<file path="config.mk">
export PLATFORM = sky130hd
export DESIGN_NAME = lmi_watch_trace
export DESIGN_NICKNAME = d
export VERILOG_FILES = /design/src/rtl/lmi_watch_pkg.sv /design/src/rtl/lmi_watch_fifo.sv /design/src/rtl/lmi_watch_trace.sv
export SDC_FILE = /design/constraint.sdc
export NUM_CORES = 2
export LEC_CHECK = 0
export CELL_PAD_IN_SITES_DETAIL_PLACEMENT = 0
export CELL_PAD_IN_SITES_GLOBAL_PLACEMENT = 1
export CORE_ASPECT_RATIO = 2
export CORE_MARGIN = 10
export CORE_UTILIZATION = 40
export CTS_CLUSTER_DIAMETER = 100
export DETAILED_ROUTE_END_ITERATION = 16
export PLACE_DENSITY_LB_ADDON = 0.2
export SETUP_SLACK_MARGIN = 0.02
export SYNTH_ARGS = -nofsm -noshare
export SYNTH_HDL_FRONTEND = slang
export SYNTH_SLANG_ARGS = --single-unit
</file>
<file path="constraint.sdc">
create_clock -name CLK -period 6.55 [get_ports CLK]
set_clock_uncertainty 0.05 [all_clocks]
set_input_delay 1.31 -clock CLK [delete_from_list [all_inputs] [get_ports CLK]]
set_output_delay 1.31 -clock CLK [all_outputs]
set_load 0.005 [all_outputs]
</file>
<file path="src/rtl/lmi_watch_pkg.sv">
// rtl/lmi_watch_pkg.sv - shared encodings and record layout for the LMI watch trace
package lmi_watch_pkg;

    typedef enum logic [1:0] {
        TR_IFETCH = 2'b00,
        TR_DREAD  = 2'b01,
        TR_DWRITE = 2'b10
    } tr_type_e;

    // WP_CTRL = {en, ifetch, dread, dwrite}
    localparam int CTRL_EN     = 3;
    localparam int CTRL_IFETCH = 2;
    localparam int CTRL_DREAD  = 1;
    localparam int CTRL_DWRITE = 0;

    // Record layout, LSB first: type, byen, data, addr, wp
    localparam int REC_TYPE_LSB = 0;
    localparam int REC_BYEN_LSB = 2;
    localparam int REC_DATA_LSB = 6;

    function automatic int rec_width(input int addr_w, input int data_w, input int wp_w);
        return REC_DATA_LSB + data_w + addr_w + wp_w;
    endfunction

endpackage

</file>
<file path="src/rtl/lmi_watch_fifo.sv">
// rtl/lmi_watch_fifo.sv - trace record FIFO with two write ports and one read port
module lmi_watch_fifo #(
    parameter int WIDTH = 16,
    parameter int DEPTH = 8,
    localparam int PTR_W = $clog2(DEPTH),
    localparam int LVL_W = PTR_W + 1
) (
    input  logic             CLK,
    input  logic             RESET_D1_R_N,
    input  logic             push0,
    input  logic [WIDTH-1:0] wdata0,
    input  logic             push1,
    input  logic [WIDTH-1:0] wdata1,
    input  logic             pop,
    output logic [WIDTH-1:0] rdata,
    output logic [LVL_W-1:0] level
);

    logic [WIDTH-1:0] mem [DEPTH];
    logic [PTR_W-1:0] wr_ptr;
    logic [PTR_W-1:0] rd_ptr;
    logic [PTR_W-1:0] wr1_ptr;

    // Second write lands behind the first when both are issued together
    assign wr1_ptr = wr_ptr + PTR_W'(push0);
    assign rdata   = mem[rd_ptr];

    always_ff @(posedge CLK or negedge RESET_D1_R_N) begin
        if (!RESET_D1_R_N) begin
            wr_ptr <= '0;
            rd_ptr <= '0;
            level  <= '0;
        end else begin
            wr_ptr <= wr_ptr + PTR_W'(push0) + PTR_W'(push1);
            rd_ptr <= rd_ptr + PTR_W'(pop);
            level  <= level + LVL_W'(push0) + LVL_W'(push1) - LVL_W'(pop);
        end
    end

    always_ff @(posedge CLK) begin
        if (push0) begin
            mem[wr_ptr] <= wdata0;
        end
        if (push1) begin
            mem[wr1_ptr] <= wdata1;
        end
    end

endmodule

</file>
<file path="src/rtl/lmi_watch_trace.sv">
// rtl/lmi_watch_trace.sv - watchpoint matcher feeding a trace FIFO with lost-record counting
module lmi_watch_trace
    import lmi_watch_pkg::*;
#(
    parameter int ADDR_W = 32,
    parameter int DATA_W = 32,
    parameter int NUM_WP = 4,
    parameter int DEPTH  = 8,
    parameter int LOST_W = 8,
    localparam int WP_IDX_W = (NUM_WP > 1) ? $clog2(NUM_WP) : 1,
    localparam int LVL_W    = $clog2(DEPTH) + 1
) (
    input  logic                CLK,
    input  logic                RESET_D1_R_N,
    input  logic                FREEZE,
    input  logic                LW_ISAMPLE_S,
    input  logic [ADDR_W-1:0]   LW_IADDR_S_R,
    input  logic                LW_DSAMPLE_W,
    input  logic                LW_DWRITE_W_R,
    input  logic [3:0]          LW_DBYEN_W_R,
    input  logic [ADDR_W-1:0]   LW_DADDR_W_R,
    input  logic [DATA_W-1:0]   LW_DATA_W_R,
    input  logic                WP_WE,
    input  logic [WP_IDX_W-1:0] WP_IDX,
    input  logic [ADDR_W-1:0]   WP_BASE,
    input  logic [ADDR_W-1:0]   WP_MASK,
    input  logic [3:0]          WP_CTRL,
    input  logic                TR_READY,
    output logic                TR_VALID,
    output logic [1:0]          TR_TYPE,
    output logic [WP_IDX_W-1:0] TR_WP,
    output logic [3:0]          TR_BYEN,
    output logic [ADDR_W-1:0]   TR_ADDR,
    output logic [DATA_W-1:0]   TR_DATA,
    output logic [LVL_W-1:0]    TR_LEVEL,
    output logic [LOST_W-1:0]   LOST_CNT,
    input  logic                LOST_CLR
);

    localparam int REC_W        = rec_width(ADDR_W, DATA_W, WP_IDX_W);
    localparam int REC_ADDR_LSB = REC_DATA_LSB + DATA_W;
    localparam int REC_WP_LSB   = REC_ADDR_LSB + ADDR_W;

    logic [ADDR_W-1:0]   wp_base [NUM_WP];
    logic [ADDR_W-1:0]   wp_mask [NUM_WP];
    logic [3:0]          wp_ctrl [NUM_WP];

    logic                i_hit;
    logic                d_hit;
    logic [WP_IDX_W-1:0] i_idx;
    logic [WP_IDX_W-1:0] d_idx;
    logic                i_req;
    logic                d_req;
    tr_type_e            d_type;
    logic [REC_W-1:0]    i_rec;
    logic [REC_W-1:0]    d_rec;

    logic                push0;
    logic                push1;
    logic [REC_W-1:0]    wdata0;
    logic [REC_W-1:0]    wdata1;
    logic                pop;
    logic [REC_W-1:0]    head;
    logic [LVL_W-1:0]    level;
    logic [LVL_W:0]      free_slots;
    logic [1:0]          n_lost;
    logic [LOST_W:0]     lost_sum;
    logic [LOST_W-1:0]   lost_cnt;

    always_ff @(posedge CLK or negedge RESET_D1_R_N) begin
        if (!RESET_D1_R_N) begin
            for (int i = 0; i < NUM_WP; i++) begin
                wp_base[i] <= '0;
                wp_mask[i] <= '0;
                wp_ctrl[i] <= '0;
            end
        end else if (WP_WE && (int'(WP_IDX) < NUM_WP)) begin
            wp_base[WP_IDX] <= WP_BASE;
            wp_mask[WP_IDX] <= WP_MASK;
            wp_ctrl[WP_IDX] <= WP_CTRL;
        end
    end

    // Descending scan so the lowest matching index is the one left standing
    always_comb begin
        i_hit = 1'b0;
        i_idx = '0;
        d_hit = 1'b0;
        d_idx = '0;
        for (int i = NUM_WP - 1; i >= 0; i--) begin
            if (wp_ctrl[i][CTRL_EN] && wp_ctrl[i][CTRL_IFETCH] &&
                (((LW_IADDR_S_R ^ wp_base[i]) & wp_mask[i]) == '0)) begin
                i_hit = 1'b1;
                i_idx = WP_IDX_W'(i);
            end
            if (wp_ctrl[i][CTRL_EN] &&
                (LW_DWRITE_W_R ? wp_ctrl[i][CTRL_DWRITE] : wp_ctrl[i][CTRL_DREAD]) &&
                (((LW_DADDR_W_R ^ wp_base[i]) & wp_mask[i]) == '0)) begin
                d_hit = 1'b1;
                d_idx = WP_IDX_W'(i);
            end
        end
    end

    assign i_req  = LW_ISAMPLE_S & i_hit & ~FREEZE;
    assign d_req  = LW_DSAMPLE_W & d_hit & ~FREEZE;
    assign d_type = LW_DWRITE_W_R ? TR_DWRITE : TR_DREAD;
    assign d_rec  = {d_idx, LW_DADDR_W_R, LW_DATA_W_R, LW_DBYEN_W_R, d_type};
    assign i_rec  = {i_idx, LW_IADDR_S_R, {DATA_W{1'b0}}, 4'h0, TR_IFETCH};

    assign TR_VALID   = (level != '0);
    assign pop        = TR_VALID & TR_READY;
    assign free_slots = (LVL_W + 1)'(DEPTH) - {1'b0, level} + (LVL_W + 1)'(pop);

    // D record always takes the first slot; I only gets in behind it
    always_comb begin
        push0  = 1'b0;
        push1  = 1'b0;
        wdata0 = i_rec;
        wdata1 = i_rec;
        n_lost = 2'd0;
        if (d_req && i_req) begin
            wdata0 = d_rec;
            if (free_slots >= (LVL_W + 1)'(2)) begin
                push0 = 1'b1;
                push1 = 1'b1;
            end else if (free_slots >= (LVL_W + 1)'(1)) begin
                push0  = 1'b1;
                n_lost = 2'd1;
            end else begin
                n_lost = 2'd2;
            end
        end else if (d_req || i_req) begin
            if (d_req) begin
                wdata0 = d_rec;
            end
            if (free_slots >= (LVL_W + 1)'(1)) begin
                push0 = 1'b1;
            end else begin
                n_lost = 2'd1;
            end
        end
    end

    lmi_watch_fifo #(
        .WIDTH (REC_W),
        .DEPTH (DEPTH)
    ) u_fifo (
        .CLK          (CLK),
        .RESET_D1_R_N (RESET_D1_R_N),
        .push0        (push0),
        .wdata0       (wdata0),
        .push1        (push1),
        .wdata1       (wdata1),
        .pop          (pop),
        .rdata        (head),
        .level        (level)
    );

    assign lost_sum = {1'b0, lost_cnt} + (LOST_W + 1)'(n_lost);

    always_ff @(posedge CLK or negedge RESET_D1_R_N) begin
        if (!RESET_D1_R_N) begin
            lost_cnt <= '0;
        end else if (LOST_CLR) begin
            lost_cnt <= LOST_W'(n_lost);
        end else if (lost_sum[LOST_W]) begin
            lost_cnt <= '1;
        end else begin
            lost_cnt <= lost_sum[LOST_W-1:0];
        end
    end

    // Head fields read as zero while the queue is empty
    assign TR_TYPE  = TR_VALID ? head[REC_TYPE_LSB +: 2]          : '0;
    assign TR_BYEN  = TR_VALID ? head[REC_BYEN_LSB +: 4]          : '0;
    assign TR_DATA  = TR_VALID ? head[REC_DATA_LSB +: DATA_W]     : '0;
    assign TR_ADDR  = TR_VALID ? head[REC_ADDR_LSB +: ADDR_W]     : '0;
    assign TR_WP    = TR_VALID ? head[REC_WP_LSB   +: WP_IDX_W]   : '0;
    assign TR_LEVEL = level;
    assign LOST_CNT = lost_cnt;

endmodule

</file>
==> flow_summary.json <==
{
  "outcome": "completed",
  "worst_slack_ns": 0.669,
  "cap_violations": 0,
  "routed-wl-met2_um": 82700,
  "ir_worst_vdd_mv": 0.229,
  "cp_top_family": "compound AO/OA/AOI/OAI gates",
  "cts_resized": 0,
  "setup_viol": 0,
  "synth_area_leaders": "edfxtp_1 19%, dfrtp_1 17%, dfxtp_1 14%",
  "top_layer": "met4",
  "syn_avg_cell_area_um2": 12.2,
  "hold_depth": 2,
  "pre_cts_ws_ns": 0.0541,
  "netlist.area_leader.share_pct": 18.7,
  "hold_slack_ns": 0.440,
  "start_kind": "input port",
  "grt.total_usage_pct": 25.6,
  "grt_pass1_wl_um": 228000,
  "wl_um": 158000,
  "io_pins": 264,
  "avgRoutedWirePerCell_um": 29.8,
  "viasPerCell": 5.62,
  "final_nets": 4046,
  "required_ns": 6.93,
  "cp_max_fo": 30,
  "crit_end": "u_fifo.mem[5][68]",
  "synth_fp_nets": 3772,
  "power_density_nw_per_um2": 293,
  "slew_headroom_pct": 32.8,
  "synth-edff-count": 272,
  "cts_setup_buffers": 0,
  "cp-end-kind": "flip-flop",
  "route.vias.total": 29800,
  "reg2regPathDepth": 17,
  "p_leak_nw": 23.4,
  "io_buffers": 263,
  "yosysSeqAreaShare_pct": 49.3,
  "dr.pass1.iters": 5,
  "yosysWarningCount": 0,
  "synthArstFlopShare_pct": 33.5,
  "die_area_um2": 124000,
  "synth_seq_cells": 866,
  "critPathLaunch": "LW_IADDR_S_R[30]",
  "clk_path_buf_depth": 3,
  "cts_tree": "done",
  "regToRegEndpoint": "u_fifo.mem[5][68]",
  "hold_class": "reg -> reg",
  "core_region_area_um2": 108000,
  "slowest_stage": "or4_1",
  "die_height_um": 487,
  "path_depth": 18,
  "cp_cell_sequence": "clkdlybuf4s50_1, xor2_1, a22oi_1, nand4_1, or4_1, o2bb2a_1, a21oi_2, o21ai_0, inv_1, ha_1, ha_1, xor2_1, nand2_1, nor2_1, inv_1, nor2_8, buf_12, mux2_2",
  "yosys.area.top_type": "edfxtp_1",
  "areaGrowthSynthToFinish_pct": 19.1,
  "grt_max_degree": 125,
  "synthCells": 3575,
  "rsz0062_at_grt": "false",
  "fmax_mhz": 170,
  "grt_pass1_vias": 31700,
  "row_count": 171,
  "die_w_um": 254,
  "clkTransAtPathRegs_ns": 0.06,
  "antenna_found_initial": 3,
  "wl_met3_um": 6710,
  "reg2reg_from": "wp_base[62]",
  "setup_tns_ns": 0,
  "fin_crit_ns": 5.88,
  "grt-ovfl-total": 0,
  "drive_above_1_share_pct": 23.4,
  "ys_types": 56,
  "path_class": "in -> reg",
  "finalHoldViolCount": 0,
  "start_util_pct": 40.2,
  "fin_crit_sh_pct": 89.8,
  "gp_congestion": 0.968,
  "r2r_slack_ns": 1.28,
  "holdBufCountCts": 0,
  "max_stage_delay_ns": 0.66,
  "drc": 0,
  "htreeDepth": 3,
  "cts.sinks": 866,
  "clkLatencyLatePin_ns": 0.71,
  "clockRootBuffer": "clkbuf_16",
  "drt_iter0_markers": 2044,
  "drt-met1-wl_um": 57600,
  "ant_nets": 0,
  "cp_num_buf_inv": 4,
  "tightest_slew_ns": 1.01,
  "ys.flop_type": "dfxtp_1",
  "arrival_ns": 6.26,
  "cts_buffers": 83,
  "slew_violations": 0,
  "synth_area_um2": 43600,
  "hpwl_um": 111000
}
-- report_power, final --
| group | switching (mW) | internal (mW) |
|---|---|---|
| clock network | 2.22 | 2.85 |
| registers | 0.614 | 5.87 |
| logic | 1.98 | 1.70 |
-- cells by family (layout without fill, tap and decap cells) --
group | count (synthesis) | in the layout | share of synthesized area [%]
multiplexers | 1033 | 1033 | 29.2
other | 0 | 2 | 0
AND/OR/NAND/NOR | 804 | 804 | 7.84
buffers and inverters | 349 | 691 | 3.69
flip-flops | 866 | 866 | 49.3
adder cells (fa/ha/maj) | 18 | 18 | 0.568
XOR/XNOR | 267 | 267 | 5.36
AO/OA/AOI/OAI | 238 | 238 | 4.09
-- synthesized netlist by cell type, types with 66 or more instances --
cell,number
mux2i_1,419
nand2_1,90
clkbuf_1,185
dfxtp_1,304
dfrtp_1,290
nor2_1,589
a22oi_1,98
mux4_2,144
edfxtp_1,272
xor2_1,262
o31ai_1,66
mux2_2,350
mux2_1,120
-- worst min path at each step --
stage	startpoint	to	slack, ns
floorplan	u_fifo.mem[2][31]	u_fifo.mem[2][31]	0.41
global placement	u_fifo.mem[6][16]	u_fifo.mem[6][16]	0.42
detailed placement	u_fifo.mem[6][17]	u_fifo.mem[6][17]	0.43
CTS	u_fifo.mem[2][34]	u_fifo.mem[2][34]	0.44
global route	u_fifo.mem[2][0]	u_fifo.mem[2][0]	0.47
finish	u_fifo.mem[0][24]	u_fifo.mem[0][24]	0.44
-- final cells by class --
class	instances	area, um^2
fillers	9896	56500
flip-flops and latches	866	21500
multi-input cells	2360	20800
repair buffers	513	5040
clock buffers	134	2640
well taps	1384	1730
clock inverters	19	188
inverters	25	93.8
diodes	2	5.00
-- metal layers --
metal | vias to the layer above | track usage (%)
li1 | 13300 | -
met1 | 15200 | 27.6
met2 | 943 | 46.0
met3 | 310 | 3.46
met4 | 0 | 16.4
met5 | - | 0
-- registers in the layout, summed over array words and instances, names as in the netlist --
| register | flops |
|---|---|
| u_fifo.level | 4 |
| LOST_CNT | 8 |
| wp_base | 128 |
| u_fifo.wr_ptr | 3 |
| u_fifo.rd_ptr | 3 |
| wp_mask | 128 |
| wp_ctrl | 16 |
| u_fifo.mem | 576 |
-- per-stage QoR --
step	power, mW	instance area [um^2]	cells	utilization, %
final	15.2	52000	5303	47.9
after floorplan	8.33	43600	3575	-
after CTS	15.4	52000	5301	47.9
after detailed placement	10.3	49100	5148	45.3
after global placement	10.3	49100	5148	45.3
after global routing	15.8	52000	5303	47.9
-- layout by cell type (no fill, tap or decap), drive strengths merged, types with 11 or more instances in the layout --
cell type	n
a21oi	16
a22oi	98
and2	38
buf	251
clkbuf	134
clkdlybuf4s50	262
clkinv	12
dfrtp	290
dfxtp	304
edfxtp	272
ha	15
inv	28
mux2	470
mux2i	419
mux4	144
nand2	90
nand2b	13
nand3	12
nand4	22
nor2	595
o21ai	11
o31ai	66
xor2	262
-- worst register-to-register path: cells and delay by family, from the launching register on --
kind	cells	cell delay (ns)
muxes	1	0.44
adders and majority gates	2	0.34
and+or+nand+nor	5	1.34
xor gates and xnor gates	2	0.46
buffers and inverters	3	0.46
DFF	1	0.42
AOI/OAI and AO/OA	4	1.47
Note: power is estimated with default switching activity, not from simulation.
